--- src/rtl/seq_mul_pkg.sv ---
// Shared definitions for the sequential shift-add multiplier.
// Latency: n/a (types and constants only).
// Backpressure: n/a.
//
// Holds the controller state encoding and the encoding of the per-operation
// `symbol` input (signed vs unsigned interpretation of the operands).
package seq_mul_pkg;

  typedef enum logic [1:0] {
    IDLE = 2'd0,
    CALC = 2'd1,
    FIN  = 2'd2
  } state_t;

  localparam logic SYM_SIGNED   = 1'b1;
  localparam logic SYM_UNSIGNED = 1'b0;

endpackage

--- src/rtl/seq_multiplier_if.sv ---
// Request/response bundle between the execute stage and seq_multiplier.
// Latency: n/a (wiring only).
// Backpressure: requester holds off `start` while `ready` is low.
//
// master: start, a, b, symbol, flush out; ready, done, o in.
// slave : the reverse (the multiplier side).
interface seq_multiplier_if #(
  parameter int WIDTH = 32
) ();

  logic               start;
  logic [WIDTH-1:0]   a;
  logic [WIDTH-1:0]   b;
  logic               symbol;
  logic               flush;
  logic               ready;
  logic               done;
  logic [2*WIDTH-1:0] o;

  modport master (
    output start, a, b, symbol, flush,
    input  ready, done, o
  );

  modport slave (
    input  start, a, b, symbol, flush,
    output ready, done, o
  );

endinterface

--- src/rtl/seq_mul_abs.sv ---
// Conditional two's-complement negate: y = neg_en ? -x : x.
// Latency: combinational.
// Backpressure: none.
//
// Ports: x (W bits) in, neg_en in, y (W bits) out.
// Used both to take operand magnitudes and to re-apply the product sign.
// The magnitude of the most negative value wraps to itself, which read as
// unsigned is exactly the required magnitude.
module seq_mul_abs #(
  parameter int W = 32
) (
  input  logic [W-1:0] x,
  input  logic         neg_en,
  output logic [W-1:0] y
);

  always_comb begin
    y = x;
    if (neg_en) begin
      y = ~x + W'(1);
    end
  end

endmodule

--- src/rtl/seq_multiplier.sv ---
// Multi-cycle shift-add multiplier, signed or unsigned per op, 2*WIDTH product.
// Latency: WIDTH+1 edges from accept to `done` (fewer with SEQ_MUL_EARLY_OUT_EN).
// Backpressure: `ready` low while busy; `start` is ignored until IDLE.
//
// Ports: clk, rst_n (async active-low); bus (seq_multiplier_if.slave) carries
// start/a/b/symbol/flush in and ready/done/o out.
// Optional macro SEQ_MUL_EARLY_OUT_EN: stop stepping once the remaining
// multiplier bits are all zero.
module seq_multiplier
  import seq_mul_pkg::*;
#(
  parameter int WIDTH = 32
) (
  input  logic             clk,
  input  logic             rst_n,
  seq_multiplier_if.slave  bus
);

  localparam int CW = $clog2(WIDTH);

  state_t             state_q,  state_d;
  logic [2*WIDTH-1:0] mcand_q,  mcand_d;
  logic [WIDTH-1:0]   mplier_q, mplier_d;
  logic [2*WIDTH-1:0] acc_q,    acc_d;
  logic [CW-1:0]      cnt_q,    cnt_d;
  logic               neg_q,    neg_d;
  logic [2*WIDTH-1:0] o_q,      o_d;
  logic               done_q,   done_d;

  logic               is_signed;
  logic [WIDTH-1:0]   a_mag;
  logic [WIDTH-1:0]   b_mag;
  logic [2*WIDTH-1:0] prod_signed;
  logic               last_step;

  assign is_signed = (bus.symbol == SYM_SIGNED);

  seq_mul_abs #(.W(WIDTH)) u_abs_a (
    .x      (bus.a),
    .neg_en (is_signed & bus.a[WIDTH-1]),
    .y      (a_mag)
  );

  seq_mul_abs #(.W(WIDTH)) u_abs_b (
    .x      (bus.b),
    .neg_en (is_signed & bus.b[WIDTH-1]),
    .y      (b_mag)
  );

  seq_mul_abs #(.W(2*WIDTH)) u_sign_fix (
    .x      (acc_q),
    .neg_en (neg_q),
    .y      (prod_signed)
  );

  always_comb begin
    state_d   = state_q;
    mcand_d   = mcand_q;
    mplier_d  = mplier_q;
    acc_d     = acc_q;
    cnt_d     = cnt_q;
    neg_d     = neg_q;
    o_d       = o_q;
    done_d    = 1'b0;
    last_step = 1'b0;

    case (state_q)
      IDLE: begin
        // flush has no meaning here, so a simultaneous start still wins.
        if (bus.start) begin
          state_d  = CALC;
          mcand_d  = {{WIDTH{1'b0}}, a_mag};
          mplier_d = b_mag;
          acc_d    = '0;
          cnt_d    = '0;
          neg_d    = is_signed & (bus.a[WIDTH-1] ^ bus.b[WIDTH-1]);
        end
      end

      CALC: begin
        if (bus.flush) begin
          state_d = IDLE;
        end else begin
          // Magnitudes are at most 2^(WIDTH-1)... 2^WIDTH-1, so the
          // accumulator cannot carry out of 2*WIDTH bits.
          if (mplier_q[0]) begin
            acc_d = acc_q + mcand_q;
          end
          mcand_d  = mcand_q << 1;
          mplier_d = mplier_q >> 1;
          cnt_d    = cnt_q + CW'(1);
          last_step = (cnt_q == CW'(WIDTH - 1));
`ifdef SEQ_MUL_EARLY_OUT_EN
          // No set bits left to add: remaining steps would only shift.
          last_step = last_step | (mplier_d == '0);
`endif
          if (last_step) begin
            state_d = FIN;
          end
        end
      end

      FIN: begin
        state_d = IDLE;
        if (!bus.flush) begin
          o_d    = prod_signed;
          done_d = 1'b1;
        end
      end

      default: begin
        state_d = IDLE;
      end
    endcase
  end

  always_ff @(posedge clk or negedge rst_n) begin
    if (!rst_n) begin
      state_q  <= IDLE;
      mcand_q  <= '0;
      mplier_q <= '0;
      acc_q    <= '0;
      cnt_q    <= '0;
      neg_q    <= 1'b0;
      o_q      <= '0;
      done_q   <= 1'b0;
    end else begin
      state_q  <= state_d;
      mcand_q  <= mcand_d;
      mplier_q <= mplier_d;
      acc_q    <= acc_d;
      cnt_q    <= cnt_d;
      neg_q    <= neg_d;
      o_q      <= o_d;
      done_q   <= done_d;
    end
  end

  assign bus.ready = (state_q == IDLE);
  assign bus.done  = done_q;
  assign bus.o     = o_q;

endmodule

--- src/flat_wrapper.sv ---
// flat-port wrapper written by rule: the top's interface ports become plain ports
module seq_multiplier_flat import seq_mul_pkg::*;
#(
  parameter int WIDTH = 32
)
  (clk, rst_n, bus_start, bus_a, bus_b, bus_symbol, bus_flush, bus_ready, bus_done, bus_o);
  seq_multiplier_if #(.WIDTH(WIDTH)) bus_i ();
  input  logic clk;
  input  logic rst_n;
  input wire logic [$bits(bus_i.start)-1:0] bus_start;
  input wire logic [$bits(bus_i.a)-1:0] bus_a;
  input wire logic [$bits(bus_i.b)-1:0] bus_b;
  input wire logic [$bits(bus_i.symbol)-1:0] bus_symbol;
  input wire logic [$bits(bus_i.flush)-1:0] bus_flush;
  output wire logic [$bits(bus_i.ready)-1:0] bus_ready;
  output wire logic [$bits(bus_i.done)-1:0] bus_done;
  output wire logic [$bits(bus_i.o)-1:0] bus_o;
  assign bus_i.start = bus_start;
  assign bus_i.a = bus_a;
  assign bus_i.b = bus_b;
  assign bus_i.symbol = bus_symbol;
  assign bus_i.flush = bus_flush;
  assign bus_ready = bus_i.ready;
  assign bus_done = bus_i.done;
  assign bus_o = bus_i.o;
  seq_multiplier #(.WIDTH(WIDTH)) u_core (.clk(clk), .rst_n(rst_n), .bus(bus_i));
endmodule
--- config.mk ---
export PLATFORM = sky130hd
export DESIGN_NAME = seq_multiplier_flat
export DESIGN_NICKNAME = d
export VERILOG_FILES = /design/src/rtl/seq_mul_pkg.sv /design/src/rtl/seq_multiplier_if.sv /design/src/rtl/seq_mul_abs.sv /design/src/rtl/seq_multiplier.sv /design/src/flat_wrapper.sv
export SDC_FILE = /design/constraint.sdc
export NUM_CORES = 1
export LEC_CHECK = 0
export BUFFER_PORTS_ARGS = -buffer_cell sky130_fd_sc_hd__buf_2
export CAP_MARGIN = 20
export CORE_MARGIN = 4
export CORE_UTILIZATION = 31
export DETAILED_ROUTE_END_ITERATION = 6
export SETUP_SLACK_MARGIN = 0.3
export SLEW_MARGIN = 0
export SYNTH_ARGS = -nofsm -noshare
export SYNTH_HDL_FRONTEND = slang
export SYNTH_SLANG_ARGS = --single-unit
--- constraint.sdc ---
create_clock -name clk -period 5.3 [get_ports clk]
set_clock_uncertainty 0.15 [all_clocks]
set_input_delay 1.06 -clock clk [delete_from_list [all_inputs] [get_ports clk]]
set_output_delay 1.06 -clock clk [all_outputs]
set_load 0.03 [all_outputs]
# [After elaboration in Yosys (flattened, before gate mapping)]
# Index checks and enable logic that the tools add are counted.
[word_totals] regBits=233 in_bits=69 out_inout_bits=66
[op_classes] n_addsub=5 eq_ne=7 n_mux=22 n_bitwise=8 n_reduce_logical=7
[ops] cell="64-bit two-way mux" count=6
[ops] cell="64-bit one-hot mux with 2 select lines" count=2
[ops] cell="32-bit two-way mux" count=4
[ops] cell="32-bit by 1-bit adder with 32-bit output, second input constant" count=2
[ops] cell="64-bit by 1-bit adder with 64-bit output, second input constant" count=1
[ops] cell="64-bit adder" count=1
[ops] cell="32-bit inverter" count=2
[ops] cell="64-bit inverter" count=1
[ops] cell="32-bit one-hot mux with 2 select lines" count=1
[ops] cell="5-bit two-way mux" count=2
[ops] cell="5-bit one-hot mux with 2 select lines" count=1
[ops] cell="2-bit two-way mux" count=3
[ops] cell="2-bit AND reduction" count=3
[ops] cell="5-bit by 1-bit adder with 5-bit output, second input constant" count=1
[ops] cell="5-bit equality test, second input constant" count=1
[ops] cell="2-bit != test, second input constant" count=2
[ops] cell="2-bit one-hot mux with 2 select lines" count=1
[ops] cell="4-bit AND reduction" count=1
[ops] cell="1-bit AND" count=3
[ops] cell="3-bit by 2-bit != test with 1-bit output, second input constant" count=1
[ops] cell="3-bit AND reduction" count=1
[ops] cell="2-bit by 1-bit equality test with 1-bit output, second input constant" count=1
[ops] cell="2-bit equality test, second input constant" count=1
[ops] cell="2-bit zero test" count=1
[ops] cell="other kinds (5)" count=6

# [Logic depth before layout (Yosys ltp)]
# Gate-level depths: netlist of run 1.
[logic_depth] depth_word=5 depth_mapped=13

# [Cells and area by module]
# From an unflattened synthesis of run 1, not the netlist that was laid out.
[hier_totals] hier_cells=1787 hier_area_um2=15905.3
[modules_own_cells] mod="seq_multiplier" instances=1 cells_each=1383 area_per_inst_um2=12702.2 seq_area_each_um2=5830.6
[modules_own_cells] mod="seq_mul_abs (u_core.u_sign_fix)" instances=1 cells_each=206 area_per_inst_um2=1649.1 seq_area_each_um2=0.0
[modules_own_cells] mod="seq_mul_abs (u_core.u_abs_a ...)" instances=2 cells_each=99 area_per_inst_um2=777.0 seq_area_each_um2=0.0

# [Worst setup path before layout of run 1]
# No wires, ideal clock.
[synth_path] path_type="register to register" from="reg u_core.acc_q[4]" to="reg u_core.o_q[63] (netlist: u_core.bus.o[63])" setup_time_ps=122 t_arrival_ps=4038 t_required_ps=5028 path_slack_ps=989 path_stages_with_launch=11 path_buffers=0 path_cell_list="dfrtp_1 or4_4 or4_4 or4b_4 or3_4 or4_4 or4_4 or2_4 o41ai_4 xor2_1 o21ai_1"
[synth_via] elab_chain_len=3
[synth_rtl] item="from (decl)" line="seq_multiplier.sv:24" rtl="logic [2*WIDTH-1:0] acc_q, acc_d;"
[synth_rtl] item="from (signal assigned)" line="seq_multiplier.sv:122" rtl="acc_q <= '0;"
[synth_rtl] item="from (signal assigned)" line="seq_multiplier.sv:131" rtl="acc_q <= acc_d;"
[synth_rtl] item="64-bit inverter" line="seq_mul_abs.sv:20" rtl="y = ~x + W'(1);"
[synth_rtl] item="64-bit by 1-bit adder with 64-bit output" line="seq_mul_abs.sv:20"
[synth_rtl] item="64-bit two-way mux" line="seq_mul_abs.sv:19" rtl="if (neg_en) begin"
[synth_rtl] item="to (signal assigned)" line="seq_multiplier.sv:125" rtl="o_q <= '0;"
[synth_rtl] item="to (signal assigned)" line="seq_multiplier.sv:134" rtl="o_q <= o_d;"
[synth_rtl] item="to (decl)" line="seq_multiplier.sv:27" rtl="logic [2*WIDTH-1:0] o_q, o_d;"
# No other way between the ends.
# A chain may end at the register's enable or synchronous reset.

# [Final worst setup path of run 1]
[layout_path] from="reg u_core.acc_q[2]" to="reg u_core.o_q[57] (netlist: u_core.bus.o[57])"
# The elaborated chain is that of the path after synthesis.

==> flow_metrics.tcl, run 1 <==
set metrics [dict create \
    post-route-period-util_pct 87.76 \
    grt_pass1_wl_um 69970 \
    cts_setup_buffers 0 \
    ys_seq_area_share_pct 38.17 \
    relSlewSlack_pct 36.71 \
    syn-mean-instance-area_um2 8.362 \
    pwr-share-seq_pct 36.5 \
    ys_seq_elements 233 \
    post_drt_wl_per_cell_um 16.59 \
    antenna_found_initial 11 \
    viasPerCell 5.236 \
    async_flop_share_pct 100.0 \
    most-common-layout-cells "260 x o21ai_0, 253 x nand2_1, 232 x dfrtp_1, 161 x a21oi_1, 133 x buf_2" \
    clock-sinks 233 \
    clk-insertion-delay-late_ps 550 \
    final.setup.tns_ps 0 \
    intPower_mw 3.991 \
    synth-edff-count 0 \
    power_density_nw_per_um2 385.2 \
    seqCellArea_um2 5832 \
    grt_pass1_vias 12940 \
    cp_max_fo 6 \
    min_path_cells 2 \
    syn_inst 1827 \
    core_area_um2 48850 \
    antenna_left 0 \
    max_freq_ghz 0.2150 \
    first_pass_iters 5 \
    syn_area_um2 15280 \
    drv_cap 0 \
    ir_worst_vdd_mv 0.2582 \
    timing.final.crit_period_ps 4651 \
    num_io_pins 135 \
    globalRouteOverflowTotal 0 \
    clockPowerShare_pct 25.4 \
    worst_setup_path_start_kind "register" \
    initial_utilization_pct 31.27 \
    clk_path_buf_depth 3 \
    post_dp_cell_area_um2 16500 \
    final_common_cell "o21ai_0" \
    p_switching_mw 2.673 \
    synth_nets 1965 \
    cts_hold_buf 0 \
    status "completed" \
    clkTransAtPathRegs_ps 60 \
    syn2layout_area_growth_pct 13.24 \
    multi_input_area_um2 8907 \
    grtUsageTotal_pct 15.80 \
    post-route-drc-count 0 \
    synth_top_flop_cell "dfrtp_1" \
    row_count 81 \
    wl_um 42800 \
    cts_buffers 27 \
    vias 13510 \
    num-fill-cells 5129 \
    yosys.cell_types.count 71 \
    worst_slew_pin_slew_ps 949.3 \
    reg2reg_depth 10 \
    die_area_um2 52900 \
    end_kind "register" \
    fin_area_um2 17300 \
    synth_warnings 0 \
    cts-resized-gates 0 \
    drt_iter0_markers 770 \
    grt_max_degree 104 \
    io_buffers 134 \
    leakagePower_nw 7.737 \
    setup_viol_count_final 0 \
    hpwl_um 32150 \
    routabilityCongestion 0.9004 \
    cp.required_ps 5550 \
    drive_gt1_share_pct 11.24 \
    hold_viol_final 0 \
    final_net_count 2033 \
    drv_slew 0 \
    hold_path_class "reg -> reg" \
    cts_tree "built" \
    criticalPathCategory "reg -> reg" \
    die_h_um 230.0 \
    swShare_pct 40.11 \
    cts-root-buf "clkbuf_16" \
    cp.arrival_ps 4900 \
    h-tree-depth 1 \
    power_frac_comb_pct 38.0 \
    rsz0062_at_grt "no" \
    die-width_um 230.0 \
]
cells in the mapped netlist, types with 8 or more instances:
library cell	number	area [um2]
a21o_1	23	172.7
inv_1	26	97.59
a22o_1	35	306.5
ha_1	68	850.8
dfrtp_1	233	5831
nand2_1	255	957.2
nand2b_1	11	68.82
a31oi_1	10	62.56
xor2_1	119	1042
nor3_1	22	110.1
o31ai_1	37	277.8
or3_1	21	131.4
nor2_1	118	442.9
nand4_1	25	156.4
and2_1	8	50.05
o41ai_1	21	183.9
o21bai_1	9	67.56
or4_1	19	142.6
a21oi_1	161	805.8
xnor2_1	54	473.0
nor4_1	13	81.33
nand3_1	60	300.3
o21ai_0	260	1301
clkbuf_1	99	371.6
power groups by stage:
| stage | Clock (mW) | Sequential, mW | Combinational, mW |
|---|---|---|---|
| floorplan | 0 | 2.32 | 1.90 |
| global placement | 0 | 2.44 | 2.49 |
| detailed placement | 0 | 2.46 | 2.52 |
| CTS | 1.76 | 2.43 | 2.53 |
| global route | 1.83 | 2.48 | 2.85 |
| finish | 1.69 | 2.43 | 2.54 |
path summary, 6_finish.rpt:
check                                      start  slack [ps]                  end
worst max-delay path             u_core.acc_q[2]         650     u_core.bus.o[57]
worst min-delay path            u_core.bus.o[34]         320     u_core.bus.o[34]
worst max register to register   u_core.acc_q[2]         650     u_core.bus.o[57]
worst min register to register  u_core.bus.o[34]         320     u_core.bus.o[34]
max in group asynchronous                  rst_n        3500     u_core.bus.o[17]
min in group asynchronous                  rst_n         360  u_core.mplier_q[18]
critical path, stage by stage (launching register included):
cell and delay (ps):
dfrtp_1 430, or3_2 530, or4_4 570, or4b_4 590, or3_4 410, or4_4 530, or4_4 530, or2_4 280
o31ai_2 220, xor2_1 180, o21ai_1 70
registers in the layout, summed over array words and instances (netlist names):
signal and cells:
u_core.neg_q 1, u_core.state_q 2, u_core.cnt_q 5, u_core.bus.done 1
u_core.bus.o 64, u_core.mplier_q 32, u_core.mcand_q 64, u_core.acc_q 64
stage by stage:
stage	instances	util [%]	setup WS (ps)	hold slack, ps	total power [mW]
after floorplan	1827	-	989.4	294.7	4.220
after detailed placement	2529	33.77	666.4	316.7	4.983
after CTS	2575	35.35	621.6	329.5	6.712
final	2580	35.42	648.6	320.5	6.664
after global routing	2579	35.41	502.8	345.7	7.164
after global placement	2528	33.74	677.9	307.8	4.931
routing by layer:
metal  up-vias  share of wire, %  track usage (%)
li1       6707                 -                -
met3        64               6.0            2.874
met1      6400                46            22.10
met4        14               2.0            3.724
met5         -              0.21                0
met2       324                46            25.48
area by class of cell:
class	instances	area share, %
tap	664	4.802
antenna	4	0.05786
clock inverter	4	0.1302
multi-input combinational	1455	51.49
timing repair buffer	152	4.903
clock buffer	42	4.347
inverter	26	0.5641
sequential	233	33.71
logic make-up (layout without fill, tap and decap cells):
kind of cell | Yosys count | in the layout | share of synthesized area (%)
simple gates | 595 | 595 | 18.18
buf+inv | 139 | 224 | 3.726
compound gates | 614 | 614 | 24.05
xor+xnor | 173 | 173 | 9.918
fa+ha+maj | 69 | 69 | 5.700
flops | 233 | 233 | 38.17
other cells | 0 | 4 | 0
mux | 4 | 4 | 0.2621
No activity file was read; power rests on OpenSTA's default activity.
==> run 2, diff against run 1 <==
--- a/config.mk
+++ b/config.mk
@@ -14,4 +14,5 @@
 export SLEW_MARGIN = 0
 export SYNTH_ARGS = -nofsm -noshare
 export SYNTH_HDL_FRONTEND = slang
+export SYNTH_HIERARCHICAL = 1
 export SYNTH_SLANG_ARGS = --single-unit
==> run 2 against run 1 <==
- first-iteration DRC count rose by 30%
- non-clock buffer count fell by 2
- critical path type unchanged
- utilization rose by 0.61 points
==> flow_metrics.tcl, run 2 <==
set metrics [dict create \
    status "completed" \
    final_common_cell "nand2_1" \
    clk_path_buf_depth 3 \
    post_dp_cell_area_um2 17210 \
    ir_worst_vdd_mv 0.2422 \
    antenna_left 0 \
    cts_hold_buf 0 \
    final.setup.tns_ps 0 \
    grtUsageMet3_pct 3.437 \
    fin_ws_ps 1548 \
    cts_buffers 27 \
    cts-root-buf "clkbuf_16" \
    grt_max_degree 112 \
    slowest_stage "o31ai_1" \
    cp.arrival_ps 4060 \
    worst_path_largest_cell_delay_ps 500 \
    drv_cap 0 \
    row_count 82 \
    layout.cells.non_filler 2571 \
    die_area_um2 54990 \
    post-route-period-util_pct 70.79 \
    grt_pass1_wl_um 71530 \
    drive_gt1_share_pct 17.84 \
    synth_warnings 6 \
    core_area_um2 50480 \
    hpwl_um 33410 \
    num_io_pins 135 \
    fin_area_um2 18190 \
    rsz0062_at_grt "no" \
    most-common-layout-cells "334 x nand2_1, 232 x dfrtp_1, 156 x xnor2_1, 133 x buf_2, 112 x o21ai_0" \
    max_freq_ghz 0.2665 \
    post-place-ws_ps 1510 \
    post-route-drc-count 0 \
    use_met1_pct 22.97 \
    final_net_count 2012 \
    drv_slew 0 \
    cts_tree "built" \
    crit_family "compound AO/OA/AOI/OAI gates" \
    syn_inst 1787 \
    clock-sinks 233 \
    worst_setup_path_start_kind "register" \
    yosys.cell_types.count 86 \
    antenna_found_initial 13 \
    grtUsageTotal_pct 15.88 \
    synth_nets 1925 \
    seqCellArea_um2 5832 \
    hold_path_class "reg -> reg" \
    cts-resized-gates 0 \
    routabilityCongestion 0.9178 \
    busiest_layer "met2" \
    synth_top_flop_cell "dfrtp_1" \
    synth.most_common_cell "nand2_1" \
    h-tree-depth 1 \
    initial_utilization_pct 31.51 \
    relSlewSlack_pct 28.43 \
    globalRouteOverflowTotal 0 \
    ys_seq_area_share_pct 36.66 \
    post_drt_wl_per_cell_um 17.08 \
    cp.required_ps 5610 \
    timing.final.crit_period_ps 3752 \
    drt_iter0_markers 998 \
    syn_area_um2 15910 \
    cp_cell_sequence "ha_1, inv_1, fa_1, nor2b_1, o211a_1, o2111ai_1, o211ai_2, nand4_1, and2_1, o31ai_1, a31oi_1, xor2_1, o21ai_0" \
    multi_input_area_um2 9619 \
    leakagePower_nw 8.145 \
    hold_viol_final 0 \
    grt_pass1_vias 13050 \
    syn-mean-instance-area_um2 8.901 \
    io_buffers 134 \
    end_kind "register" \
    power_density_nw_per_um2 410.7 \
    cts_setup_buffers 0 \
    ys_seq_elements 233 \
    num-fill-cells 5174 \
    synthTopCellsByArea "dfrtp_1 37%, xnor2_1 8.6%, nand2_1 7.9%" \
    setup_viol_count_final 0 \
    syn2layout_area_growth_pct 14.34 \
    p_total_mw 7.469 \
    synth_top_area_share_pct 36.66 \
    grtUsageMet2_pct 24.20 \
    timing.critical_path.buf_inv 1 \
    die_h_um 234.5 \
    first_pass_iters 5 \
    clkTransAtPathRegs_ps 60 \
    async_flop_share_pct 100.0 \
    yosys.area.top_type "dfrtp_1" \
    dp.cells 2516 \
    synth-edff-count 0 \
    vias 13460 \
    worst_slew_pin_slew_ps 1074 \
    die-width_um 234.5 \
    criticalPathCategory "reg -> reg" \
    cp_max_fo 7 \
    wl_um 43900 \
    viasPerCell 5.234 \
    clk-insertion-delay-late_ps 550 \
    netlist_top_cells_count "335 x nand2_1, 233 x dfrtp_1, 156 x xnor2_1, 112 x o21ai_0, 110 x nor2_1" \
]
run 2: worst paths after layout:
| check | endpoint | start | slack, ps | depth (start not counted) |
|---|---|---|---|---|
| worst max register to register | u_core/acc_q[48] | u_core/acc_q[0] | 1550 | 13 |
| worst max-delay path | u_core/acc_q[48] | u_core/acc_q[0] | 1550 | 13 |
| worst min register to register | u_core/cnt_q[4] | u_core/cnt_q[4] | 330 | 2 |
| worst min-delay path | u_core/cnt_q[4] | u_core/cnt_q[4] | 330 | 2 |
| max in group asynchronous | u_core/bus.o[59] | rst_n | 3520 | 2 |
| min in group asynchronous | u_core/mplier_q[8] | rst_n | 400 | 1 |
run 2: power by group:
part / internal, mW / leakage, nW / switching, mW
registers: 2.05 / 3.05 / 0.372
logic: 1.21 / 4.64 / 1.88
clock network: 1.19 / 0.459 / 0.759
total: 4.45 / 8.15 / 3.01
run 2: layout make-up:
type / count / share of cell area (%)
Clock inverter: 10 / 0.7362
Tap cell: 672 / 4.623
Inverter: 30 / 0.6192
Multi-Input combinational cell: 1432 / 52.89
Timing Repair Buffer: 150 / 4.582
Sequential cell: 233 / 32.07
Antenna cell: 4 / 0.05504
Clock buffer: 40 / 4.424
run 2: logic make-up (layout without fill, tap and decap cells):
logic type               count (synthesis)  count (layout)  share of synthesized area (%)
other                                    0               4                              0
buffers and inverters                  122             230                          3.029
AO/OA/AOI/OAI                          448             448                          19.46
flip-flops                             233             233                          36.66
multiplexers                            66              66                          4.657
AND/OR/NAND/NOR                        668             668                          20.75
adder cells (fa/ha/maj)                 69              69                          5.475
XOR/XNOR                               181             181                          9.967
run 2: worst min-delay path: cells and delay by family, from the launching register on:
family        cells  cell delay [ps]
flops             1              350
simple gates      2              100
run 2: routing by layer:
metal / routed length, um / up-vias
met1: 20990 / 6402
met5: 127 / -
li1: - / 6618
met4: 906 / 18
met3: 2963 / 82
met2: 18920 / 337
run 2: per-stage QoR:
step | hold slack [ps] | utilization [%]
3_5_place_dp | 316.9 | 34.09
2_1_floorplan | 286.5 | -
5_1_grt | 362.6 | 36.02
3_3_place_gp | 307.7 | 34.09
4_1_cts | 330.8 | 35.95
6_report | 328.8 | 36.03
==> run 3, diff against run 2 <==
--- a/config.mk
+++ b/config.mk
@@ -5,6 +5,7 @@
 export SDC_FILE = /design/constraint.sdc
 export NUM_CORES = 1
 export LEC_CHECK = 0
+export ABC_AREA = 1
 export BUFFER_PORTS_ARGS = -buffer_cell sky130_fd_sc_hd__buf_2
 export CAP_MARGIN = 20
 export CORE_MARGIN = 4
==> constraint.sdc (replaced) <==
create_clock -name clk -period 3.9 [get_ports clk]
set_clock_uncertainty 0.15 [all_clocks]
set_input_delay 0.78 -clock clk [delete_from_list [all_inputs] [get_ports clk]]
set_output_delay 0.78 -clock clk [all_outputs]
set_load 0.03 [all_outputs]
==> run 3 against run 2 <==
- global-route usage rose by 2.6 points
- worst setup slack got worse by 190 ps
- hold slack got worse by 280 ps
- critical path type unchanged
- sequential share of layout area fell by 6.0 points
- cell count rose by 65%
==> flow_metrics.tcl, run 3 <==
set metrics [dict create \
    status "completed" \
    initial_utilization_pct 31.39 \
    globalRouteOverflowTotal 0 \
    worst_slew_pin_slew_ps 815.9 \
    routedLengthMet1_um 29980 \
    num-fill-cells 7019 \
    antenna_found_initial 15 \
    rsz0062_at_grt "no" \
    vias 19760 \
    timing.critical_path.buf_inv 2 \
    slowest_stage "dfrtp_1" \
    synth_top_area_share_pct 29.39 \
    post_dp_cell_area_um2 21390 \
    power_frac_comb_pct 49.0 \
    row_count 92 \
    ys_seq_elements 233 \
    yosys.cell_types.count 43 \
    cts-root-buf "clkbuf_16" \
    syn_inst 3260 \
    clkTransAtPathRegs_ps 60 \
    synth_top_flop_cell "dfrtp_1" \
    wl_um 64070 \
    cts-resized-gates 0 \
    fin_ws_ps 1361 \
    die_h_um 261.0 \
    wl_met3_um 4208 \
    final_net_count 3504 \
    yosys.area.top_type "dfrtp_1" \
    relSlewSlack_pct 45.61 \
    synth.most_common_cell "nand2_1" \
    worst_path_largest_cell_delay_ps 430 \
    path_depth 7 \
    netlist_top_cells_count "1371 x nand2_1, 495 x inv_1, 310 x nor2_1, 233 x dfrtp_1, 157 x nand3_1" \
    antenna_left 0 \
    clock-sinks 233 \
    grt_pass1_wl_um 100800 \
    intPower_mw 6.292 \
    pwr-share-seq_pct 27.8 \
    first_pass_iters 7 \
    cpMostUsedCell "nor2_8" \
    hpwl_um 51200 \
    drt_iter0_markers 1270 \
    viasPerCell 4.663 \
    synth-edff-count 0 \
    leakagePower_nw 12.63 \
    cts_setup_buffers 0 \
    io_buffers 134 \
    final_common_cell "nand2_1" \
    swShare_pct 48.27 \
    synth_warnings 6 \
    routabilityCongestion 0.9776 \
    reg2reg_depth 7 \
    synthTopCellsByArea "dfrtp_1 29%, nand2_1 26%, inv_1 9.4%" \
    max_freq_ghz 0.3938 \
    fin_area_um2 22400 \
    cts_buffers 31 \
    post_drt_wl_per_cell_um 15.12 \
    synth_nets 3398 \
    clk_path_buf_depth 3 \
    hold_viol_final 0 \
    power_density_nw_per_um2 543.0 \
    final.setup.tns_ps 0 \
    postLayoutCoreUtil_pct 35.45 \
    ir_worst_vdd_mv 0.3918 \
    clockPowerShare_pct 23.2 \
    met2_wirelength_um 27700 \
    num_io_pins 135 \
    die-width_um 261.0 \
    cp.arrival_ps 2830 \
    core_area_um2 63200 \
    syn2layout_area_growth_pct 12.91 \
    timing.final.crit_period_ps 2539 \
    clk-insertion-delay-late_ps 580 \
    post-route-drc-count 0 \
    syn-mean-instance-area_um2 6.086 \
    die_area_um2 68110 \
    drive_gt1_share_pct 9.979 \
    grt_pass1_vias 18560 \
    cts_hold_buf 0 \
    end_kind "register" \
    post-place-ws_ps 1194 \
    h-tree-depth 1 \
    grt_max_degree 93 \
    async_flop_share_pct 100.0 \
    crit_family "simple AND/OR/NAND/NOR gates" \
    cts_tree "built" \
    syn_area_um2 19840 \
    p_switching_mw 5.871 \
    most-common-layout-cells "1370 x nand2_1, 495 x inv_1, 310 x nor2_1, 232 x dfrtp_1, 157 x nand3_1" \
    ys_seq_area_share_pct 29.39 \
    grtUsageTotal_pct 18.53 \
    highest_layer "met5" \
    post-route-period-util_pct 65.11 \
    worst_setup_path_start_kind "register" \
    cp.required_ps 4190 \
    cp_max_fo 92 \
    hold_path_class "in -> async" \
    setup_viol_count_final 0 \
    drv_cap 0 \
    cp_cell_sequence "nand2_4, nor2_8, nor2_8, inv_4, buf_12, o211ai_1, o21ai_0" \
    drv_slew 0 \
    criticalPathCategory "reg -> reg" \
]
==> run 3: cell types whose count changed in the layout (fill, tap and decap cells not counted), moves of 24 or more <==
cell / previous run / this run
o31ai_1: 43 / 16
o21ai_0: 112 / 88
nor2_2: 2 / 33
inv_1: 30 / 495
o21ai_1: 9 / 49
mux2_2: 64 / 0
a31oi_1: 72 / 17
nand2_2: 0 / 25
xnor2_1: 156 / 32
a21o_1: 31 / 0
nand2_1: 334 / 1370
nand3_1: 54 / 157
o211ai_1: 9 / 45
nor2_1: 109 / 310
==> run 3: worst register-to-register path: cells and delay by family, from the launching register on <==
kind	cells	cell delay [ps]
buf+inv	2	660
compound gates	2	260
simple gates	3	910
flops	1	430
==> run 3: area by class of cell <==
| type | instances | area, um2 | share of cell area, % |
|---|---|---|---|
| multi-input combinational | 2440 | 11700 | 52.21 |
| clock inverter | 13 | 140.1 | 0.6256 |
| sequential | 233 | 5832 | 26.03 |
| antenna | 5 | 12.51 | 0.05586 |
| tap | 846 | 1059 | 4.725 |
| clock buffer | 41 | 853.3 | 3.809 |
| timing repair buffer | 151 | 883.3 | 3.943 |
| inverter | 509 | 1926 | 8.596 |
==> run 3: kinds of logic after synthesis <==
kind of cell / synth area share (%)
AOI/OAI and AO/OA: 9.391
xor gates and xnor gates: 2.907
adders and majority gates: 4.390
buffers and inverters: 11.70
DFF: 29.39
and+or+nand+nor: 42.22
==> run 3: final timing paths <==
path | startpoint | endpoint | slack (ps)
min | rst_n | u_core/bus.done | 50
max in group asynchronous | rst_n | u_core/mcand_q[34] | 2650
min reg2reg | u_core/bus.o[16] | u_core/bus.o[16] | 310
max reg2reg | u_core/state_q[0] | u_core/mcand_q[9] | 1360
min in group clk | u_core/bus.o[16] | u_core/bus.o[16] | 310
max | u_core/state_q[0] | u_core/mcand_q[9] | 1360
==> run 3: power groups by stage <==
| stage | clock (mW) | combinational, mW | sequential, mW |
|---|---|---|---|
| floorplan | 0 | 4.43 | 3.13 |
| global placement | 0 | 5.90 | 3.39 |
| detailed placement | 0 | 5.92 | 3.40 |
| CTS | 2.91 | 5.94 | 3.36 |
| global route | 3.00 | 6.67 | 3.42 |
| finish | 2.82 | 5.97 | 3.38 |
==> run 3: per-stage QoR <==
| step | hold slack [ps] | total power [mW] | instances |
|---|---|---|---|
| floorplan | 309.4 | 7.558 | 3260 |
| global placement | 299.0 | 9.292 | 4179 |
| detailed placement | 303.4 | 9.313 | 4179 |
| CTS | 79.81 | 12.21 | 4233 |
| global route | 96.94 | 13.10 | 4237 |
| finish | 50.82 | 12.16 | 4238 |
==> run 3: routing by layer <==
metal,vias to the layer above,track usage (%)
li1,10300,-
met1,8828,25.69
met2,495,29.62
met3,122,3.085
met4,20,5.784
met5,-,0
